[src/rtl/gam_input_buffer_pkg.sv]
// GAM_package: shared GAM types plus input-buffer sample and epoch-state types.
package GAM_package;
  localparam int NODE_COUNT = 4;
  localparam int NUM_CLASSES_DEF = 8;
  typedef logic [NODE_COUNT-1:0][7:0] node_vector_T;
  typedef enum logic [1:0] {ST_IDLE, ST_FILL, ST_DRAIN, ST_DONE} in_state_T;
  typedef struct packed {
    node_vector_T x;
    int           c;
  } sample_T;
endpackage

[src/rtl/gam_input_buffer_fifo.sv]
// gam_sample_fifo: power-of-two sample FIFO with wrapping pointers and occupancy count.
module gam_sample_fifo
  import GAM_package::*;
#(
  parameter int DEPTH = 4
) (
  input  logic    clk,
  input  logic    rst_n,
  input  logic    push,
  input  logic    pop,
  input  sample_T wdata,
  output sample_T rdata,
  output logic    full,
  output logic    empty
);
  localparam int AW = $clog2(DEPTH);
  localparam int CW = AW + 1;
  sample_T mem [DEPTH];
  logic [AW-1:0] head, tail;
  logic [CW-1:0] count;
  logic wr, rd;
  assign full  = count == CW'(DEPTH);
  assign empty = count == '0;
  assign wr    = push && !full;
  assign rd    = pop && !empty;
  assign rdata = mem[head];
  always_ff @(posedge clk or negedge rst_n)
    if (!rst_n) begin
      head  <= '0;
      tail  <= '0;
      count <= '0;
    end else begin
      if (wr) tail <= tail + AW'(1);
      if (rd) head <= head + AW'(1);
      count <= count + CW'(wr) - CW'(rd);
    end
  // storage needs no reset: empty masking at the top hides stale entries
  always_ff @(posedge clk)
    if (wr) mem[tail] <= wdata;
endmodule

[src/rtl/gam_input_buffer.sv]
// gam_input_buffer: buffers labelled samples for the memory layer, filters bad labels,
// tracks epoch boundaries and pulses learning_done once the final sample drains.
module gam_input_buffer
  import GAM_package::*;
#(
  parameter int DEPTH       = 4,
  parameter int NUM_CLASSES = NUM_CLASSES_DEF,
  parameter int CNT_W       = 16
) (
  input  logic                clk,
  input  logic                rst_n,
  input  logic                in_valid,
  output logic                in_ready,
  input  node_vector_T        in_x,
  input  logic signed [31:0]  in_c,
  input  logic                in_last,
  output logic                out_valid,
  input  logic                out_accept,
  output node_vector_T        x,
  output logic signed [31:0]  c,
  output logic                learning_done,
  output logic                err_class,
  output logic [CNT_W-1:0]    sample_cnt,
  output logic [CNT_W-1:0]    drop_cnt
);
  in_state_T state, state_n;
  sample_T   head;
  logic      full, empty, push_hs, legal, drop, pop, start;
  assign legal   = (in_c >= 0) && (in_c < NUM_CLASSES);
  assign push_hs = in_valid && in_ready;
  assign drop    = push_hs && !legal;
  assign pop     = out_valid && out_accept;
  assign start   = (state == ST_IDLE) && push_hs;
  gam_sample_fifo #(.DEPTH(DEPTH)) u_fifo (
    .clk   (clk),
    .rst_n (rst_n),
    .push  (push_hs && legal),
    .pop   (pop),
    .wdata ('{x: in_x, c: in_c}),
    .rdata (head),
    .full  (full),
    .empty (empty)
  );
  assign out_valid = !empty;
  assign x         = empty ? '0 : head.x;
  assign c         = empty ? '0 : head.c;
  always_comb begin
    state_n       = state;
    in_ready      = rst_n && !full && (state == ST_IDLE || state == ST_FILL);
    learning_done = state == ST_DONE;
    case (state)
      ST_IDLE:  if (push_hs) state_n = in_last ? ST_DRAIN : ST_FILL;
      ST_FILL:  if (push_hs && in_last) state_n = ST_DRAIN;
      ST_DRAIN: if (empty) state_n = ST_DONE;
      default:  state_n = ST_IDLE;
    endcase
  end
  always_ff @(posedge clk or negedge rst_n)
    if (!rst_n) begin
      state      <= ST_IDLE;
      err_class  <= 1'b0;
      sample_cnt <= '0;
      drop_cnt   <= '0;
    end else begin
      state     <= state_n;
      err_class <= drop;
      // a new epoch restarts both counters; the queue is empty in IDLE so no pop can coincide
      if (start) begin
        sample_cnt <= '0;
        drop_cnt   <= CNT_W'(drop);
      end else begin
        if (pop && !(&sample_cnt)) sample_cnt <= sample_cnt + CNT_W'(1);
        if (drop && !(&drop_cnt)) drop_cnt <= drop_cnt + CNT_W'(1);
      end
    end
endmodule

[config.mk]
export PLATFORM = sky130hd
export DESIGN_NAME = gam_input_buffer
export DESIGN_NICKNAME = d
export VERILOG_FILES = /design/src/rtl/gam_input_buffer_pkg.sv /design/src/rtl/gam_input_buffer_fifo.sv /design/src/rtl/gam_input_buffer.sv
export SDC_FILE = /design/constraint.sdc
export NUM_CORES = 1
export LEC_CHECK = 0
export ABC_CLOCK_PERIOD_IN_PS = 3450
export BUFFER_PORTS_ARGS = -buffer_cell sky130_fd_sc_hd__buf_2
export CAP_MARGIN = 15
export CELL_PAD_IN_SITES_DETAIL_PLACEMENT = 0
export CELL_PAD_IN_SITES_GLOBAL_PLACEMENT = 2
export CORE_MARGIN = 1
export CORE_UTILIZATION = 23
export DETAILED_ROUTE_END_ITERATION = 10
export GPL_TIMING_DRIVEN = 0
export PLACE_DENSITY = 0.46
export SLEW_MARGIN = 20
export SYNTH_ARGS = -nofsm -noshare
export SYNTH_HDL_FRONTEND = slang
export SYNTH_SLANG_ARGS = --single-unit
[constraint.sdc]
create_clock -name clk -period 3.45 [get_ports clk]
set_clock_uncertainty 0.05 [all_clocks]
set_input_delay 0.69 -clock clk [delete_from_list [all_inputs] [get_ports clk]]
set_output_delay 0.69 -clock clk [all_outputs]
set_load 0.1 [all_outputs]
### After elaboration in Yosys (flattened, before gate mapping)

Memory sizes are Yosys's and may differ from the RTL's.
Index checks and enable logic that the tools add are counted.

| cells by class | value |
|---|---|
| equal/unequal tests | 7 |
| $add $sub $neg | 6 |
| reductions and logical operators | 26 |
| muxes and demuxes | 13 |
| order comparisons | 2 |

Operators by type and width:

| kind | number |
|---|---|
| $mux W16 | 4 |
| $mux W32 | 2 |
| $add A16 B1 Y16 const B | 2 |
| $ge A32 B1 Y1 const B | 1 |
| $lt A32 B5 Y1 const B | 1 |
| $reduce_and A16 Y1 | 2 |
| $logic_and A1 B1 Y1 | 13 |
| $mux W2 | 4 |
| $pmux W2 S3 | 1 |
| $logic_not A1 Y1 | 5 |
| $add A2 B1 Y2 const B | 2 |
| $eq A2 B2 Y1 const B | 2 |
| $ne A2 B2 Y1 const B | 2 |
| $reduce_bool A2 Y1 | 2 |
| $add A3 B1 Y3 | 1 |
| $eq A3 B3 Y1 const B | 1 |
| $logic_not A3 Y1 | 1 |
| $reduce_and A3 Y1 | 1 |
| $sub A3 B1 Y3 | 1 |
| $eq A2 B1 Y1 const B | 1 |
| $logic_not A2 Y1 | 1 |
| $mux W1 | 2 |
| $ne A2 B1 Y1 const B | 1 |
| $logic_or A1 B1 Y1 | 1 |

| word-level totals | value |
|---|---|
| memories | 1 |
| register bits | 42 |
| word-level logic and storage cells | 62 |
| RAM bits | 256 |
| input bits | 69 |
| output and inout port bits | 100 |

Memories:

| memory | words | bits a word | read ports | clocked after memory_dff | wr ports | line | text |
|---|---|---|---|---|---|---|---|
| u_fifo.mem | 4 | 64 | 1 | 0 | 1 | gam_input_buffer_fifo.sv:18 | `sample_T mem [DEPTH];` |

### Depth between registers and ports, before layout

| depth | value |
|---|---|
| depth after elaboration | 9 |
| depth in mapped cells | 10 |
| mapped depth without buffers | 10 |

### Cells and area by module

Synthesis repeated with hierarchy kept, for this count alone.

| second synthesis, totals | value |
|---|---|
| cell total of the unflattened synthesis | 676 |
| area total of the unflattened synthesis | 12,210.5 um2 |

Modules (own cells, without submodules):

| module | times used | seq. area each (um2) | area each (um2) | cells an instance |
|---|---|---|---|---|
| gam_sample_fifo | 1 | 7,862.5 | 9,696.8 | 375 |
| gam_input_buffer | 1 | 875.8 | 2,513.7 | 301 |

### Worst setup path after synthesis

Ideal clock, no wire load.

| path | value |
|---|---|
| path type | input port to flip-flop |
| start | input port in_c[12] |
| end | memory u_fifo.mem[2][0] (netlist name), enable pin |
| path slack | -0.146 ns |
| buffers on the path | 0 |
| library setup time | 0.429 ns |
| arrival | 3.118 ns |
| stages on the path | 4 |
| data required time | 2.971 ns |
| cell sequence | nor4_1 > nand4_1 > nor3_2 > and2_1 |

| on the way | value |
|---|---|
| word-level cells in the longest chain between the ends | 6 |
| elaborated cells on any way between the ends | 7 |
| those cells by class | 2 x order compare; 2 x mux; 3 x reduce/logical |

RTL lines:

| item | line | text |
|---|---|---|
| from (decl) | gam_input_buffer.sv:15 | `input logic signed [31:0] in_c,` |
| $ge A32 B1 Y1 / $lt A32 B5 Y1 (equally long branches) | gam_input_buffer.sv:29 | `assign legal = (in_c >= 0) && (in_c < NUM_CLASSES);` |
| $logic_and A1 B1 Y1 * | gam_input_buffer.sv:29 |  |
| $logic_and A1 B1 Y1 * | gam_input_buffer.sv:37 | `.push (push_hs && legal),` |
| $logic_and A1 B1 Y1 * | gam_input_buffer_fifo.sv:24 | `assign wr = push && !full;` |
| $mux W1 * | gam_input_buffer_fifo.sv:39 | `if (wr) mem[tail] <= wdata;` |
| $mux W1 (implied by the code) * | gam_input_buffer_fifo.sv:39 |  |
| to (decl) | gam_input_buffer_fifo.sv:18 |  |

Mark *: on every way between the ends. The rest lies on a longest branch, timed or not.

### Final worst setup path

| path | value |
|---|---|
| start | register u_fifo.head[0] |
| end | output port c[23] |

| on the way | value |
|---|---|
| word-level cells in the longest chain between the ends | 2 |

RTL lines:

| item | line | text |
|---|---|---|
| from (decl) | gam_input_buffer_fifo.sv:19 | `logic [AW-1:0] head, tail;` |
| from (signal assigned) | gam_input_buffer_fifo.sv:34 | `if (rd) head <= head + AW'(1);` |
| $mem_v2 Z4 W64 | n/a |  |
| $mux W32 | gam_input_buffer.sv:46 | `assign c = empty ? '0 : head.c;` |
| to (decl) | gam_input_buffer.sv:20 | `output logic signed [31:0] c,` |

Every way passes these cells.

==> impl.org <==
** Global routing
- Number of global-route vias before repair :: 7342
- First-pass GRT wire length :: 47.18 mm
- The total overflow left after global routing is 0.
- Entering global routing, the biggest net connects 46 pins.
- Total global routing track utilization :: 11.92%
- The number of antenna violations at the first check in global routing is 9.

** Timing
- Setup repair after global routing left no endpoint under its margin.
- The worst pin sits at a relative slew slack of 48.14%.
- WHS :: 0.1269 ns
- Final clock period utilization by the worst path :: 94.60%
- Highest clock frequency the design can meet :: 306.4 MHz
- Fin crit period :: 3.264 ns
- Slew Limit Fails :: 0
- For the pin with the worst max-slew slack, the measured transition is 0.7779 ns.
- The hold violation total from the final report is 0.
- Setup-violating endpoint count in the final report :: 0

** Route
- Antenna-violating nets left :: 0
- Routed via count divided by cell count :: 4.256
- Dividing the detail-routed wire length by the instance count gives 19.81 µm.
- For this block, the initial DRC count from the detailed router was 312.
- Number of vias in the routed layout :: 6789
- For this run, the detailed router's first-pass iteration total came to 4.
- Wires add up to 31.60 mm.
- After detailed routing, the number of remaining DRC violations is 0.

** Place
- Routability-driven placement congestion ratio :: 0.6704
- Number of cells after detailed placement :: 1521
- Area after detailed placement :: 13930 µm²
- Port-buffer cells :: 168
- HPWL after detailed placement :: 20.48 mm

** Logic synthesis
- Area share of the largest cell type after synthesis :: 63.60%
- Synth Cell Area :: 12090 µm²
- The number of nets handed over by synthesis was 749.
- Yosys synthesis warning count :: 0
- The synthesized design spends more area on one cell type than any other, namely edfxtp_1.
- Seq cells post-synth :: 298
- Synth async-reset ratio :: 14.09%
- Count of distinct cell types in the synthesized netlist :: 41
- Most frequently used flop master after synthesis :: edfxtp_1
- Top cells by area, synth :: edfxtp_1 (64%), mux4_2 (12%), dfrtp_1 (8.7%)
- A synthesized cell averages 18.12 µm².
- Post-synth EDFFs :: 256
- Post-Synthesis Cells :: 667
- Summing the sequential cell areas from Yosys gives 72.30% of the chip area.

** Setup path
- For the worst setup path, the data arrival time is 2.52 ns.
- STA classifies the critical path startpoint as a register.
- Along the worst path, the maximum fanout reaches 10.
- Slack of the worst reg-to-reg path :: 0.35 ns
- The worst setup path is of the register to output port kind.
- Data on the critical path is required at its endpoint by 2.71 ns.
- The worst setup path is captured at an output port.

** Clock network
- Clock latency of the later-clocked register in the worst-skew pair :: 0.54 ns
- After clock tree synthesis, the clock-pin slew on the worst setup and hold paths is 0.06 ns.
- Number of H-tree branching levels :: 2
- TritonCTS built the clock tree.
- Post-CTS setup buffer count :: 0
- The clock net in this run drives a total of 298 sinks.
- Number of buffers inserted during clock tree synthesis :: 40
- Root Buffer :: clkbuf_16
- Clock Tree Buf Depth :: 3
- Hold-fix buffers, CTS :: 0

** Floorplan
- The floorplan has 83 rows.
- For this design the top-level I/O count stands at 169.
- The region available for standard cell placement spans 51610 µm².
- The die is 231.2 µm wide.
- For this configuration, the core starts out at a cell density of 23.42%.
- Total die area :: 53470 µm²
- Vertical die dimension :: 231.2 µm

** Finish
- From synthesis to final layout, the design area changed by 26.65%.
- Cells fill 29.66% of the core in the end.
- Finished Layout Cells :: 1595
- Net count, final :: 965
- Cells with a size suffix above 1 make up 36.80% of the layout.
- Final instance area :: 15310 µm²

** Worst hold path
- Min-Delay Path Class :: input port to async pin

** Run status
- Run status :: complete, no violations

** Job
- Max-cap violations in this run came to 0.
path summary, 6_finish.rpt:
path                                endpoint            start  depth (start not counted)
setup / recovery                       c[23]   u_fifo.head[0]                          5
hold reg to reg              u_fifo.count[2]  u_fifo.count[2]                          1
max in group asynchronous      sample_cnt[7]            rst_n                          1
min in group clk            u_fifo.mem[1][0]          in_c[0]                          1
hold / removal                   drop_cnt[1]            rst_n                          1
setup reg to reg           u_fifo.mem[1][39]         state[0]                          7
what timing repair did:
| action | 4_1_cts | 5_1_grt |
|---|---|---|
| resized for setup | 31 | 15 |
| pin swaps | 0 | 0 |
| setup endpoints to repair | 64 | 29 |
cell usage in the layout, fill, tap and decap left out, drive strengths merged, types with 16 or more instances in the layout:
master,count
clkbuf,76
xnor2,20
dfrtp,42
buf,174
mux4,64
clkinv,16
nor2,25
edfxtp,256
and2,68
nand2,21
metrics by stage:
step,setup TNS [ns],setup slack [ns]
3_5_place_dp,-72.15,-0.5128
2_1_floorplan,0,0.2764
5_1_grt,0,0.005553
4_1_cts,0,0.002073
3_3_place_gp,-429.21,-1.694
6_report,0,0.1863
cell usage after synthesis, types with 3 or more instances:
master	count
nand4_1	10
nor4_1	9
buf_2	11
o31ai_1	7
and4_1	3
and2_1	68
nor3_2	3
a21oi_1	15
o21ai_0	14
xnor2_1	20
inv_1	14
nand2_1	21
ha_1	12
or4_1	6
nor2_1	25
clkbuf_1	15
dfrtp_1	42
edfxtp_1	256
mux4_2	64
o211ai_1	4
nor3_1	8
nand3_1	10
or3_1	10
final cells by class:
type	instances	area, µm²
Clock inverter	23	214.0
Timing Repair Buffer	174	1041
Tap cell	680	850.8
Fill cell	5168	36310
Inverter	14	52.55
Buffer	27	162.7
Antenna cell	2	5.005
Sequential cell	298	8738
Clock buffer	49	1056
Multi-Input combinational cell	328	3187
metal layers:
layer	vias up	share of wire (%)	wire length [µm]	track usage, %
met5	-	0.23	72	0
met4	12	2.0	619	3.228
met3	59	6.8	2150	4.195
met2	154	47	14880	19.07
met1	3495	44	13880	15.21
li1	3069	-	-	-
flip-flops by register name (all words and copies together) (netlist names):
name / count
u_fifo.count: 3
u_fifo.head: 2
sample_cnt: 16
err_class: 1
u_fifo.mem: 256
state: 2
u_fifo.tail: 2
drop_cnt: 16
kinds of logic after synthesis:
logic type	Yosys count	synth area share (%)
DFF	298	72.30
and+or+nand+nor	185	9.130
muxes	65	12.01
AOI/OAI and AO/OA	45	2.288
buffers and inverters	41	1.418
xor gates and xnor gates	20	1.449
adders and majority gates	13	1.408
critical path, cell delays in order (launching register included):
cell     delay, ns
dfrtp_1       0.46
buf_6         0.24
buf_4         0.28
mux4_2        0.51
and2_1        0.19
buf_2         0.29
Power is not shown: default switching activity piles up to over one toggle a cycle in this logic, so the estimate is an artifact.
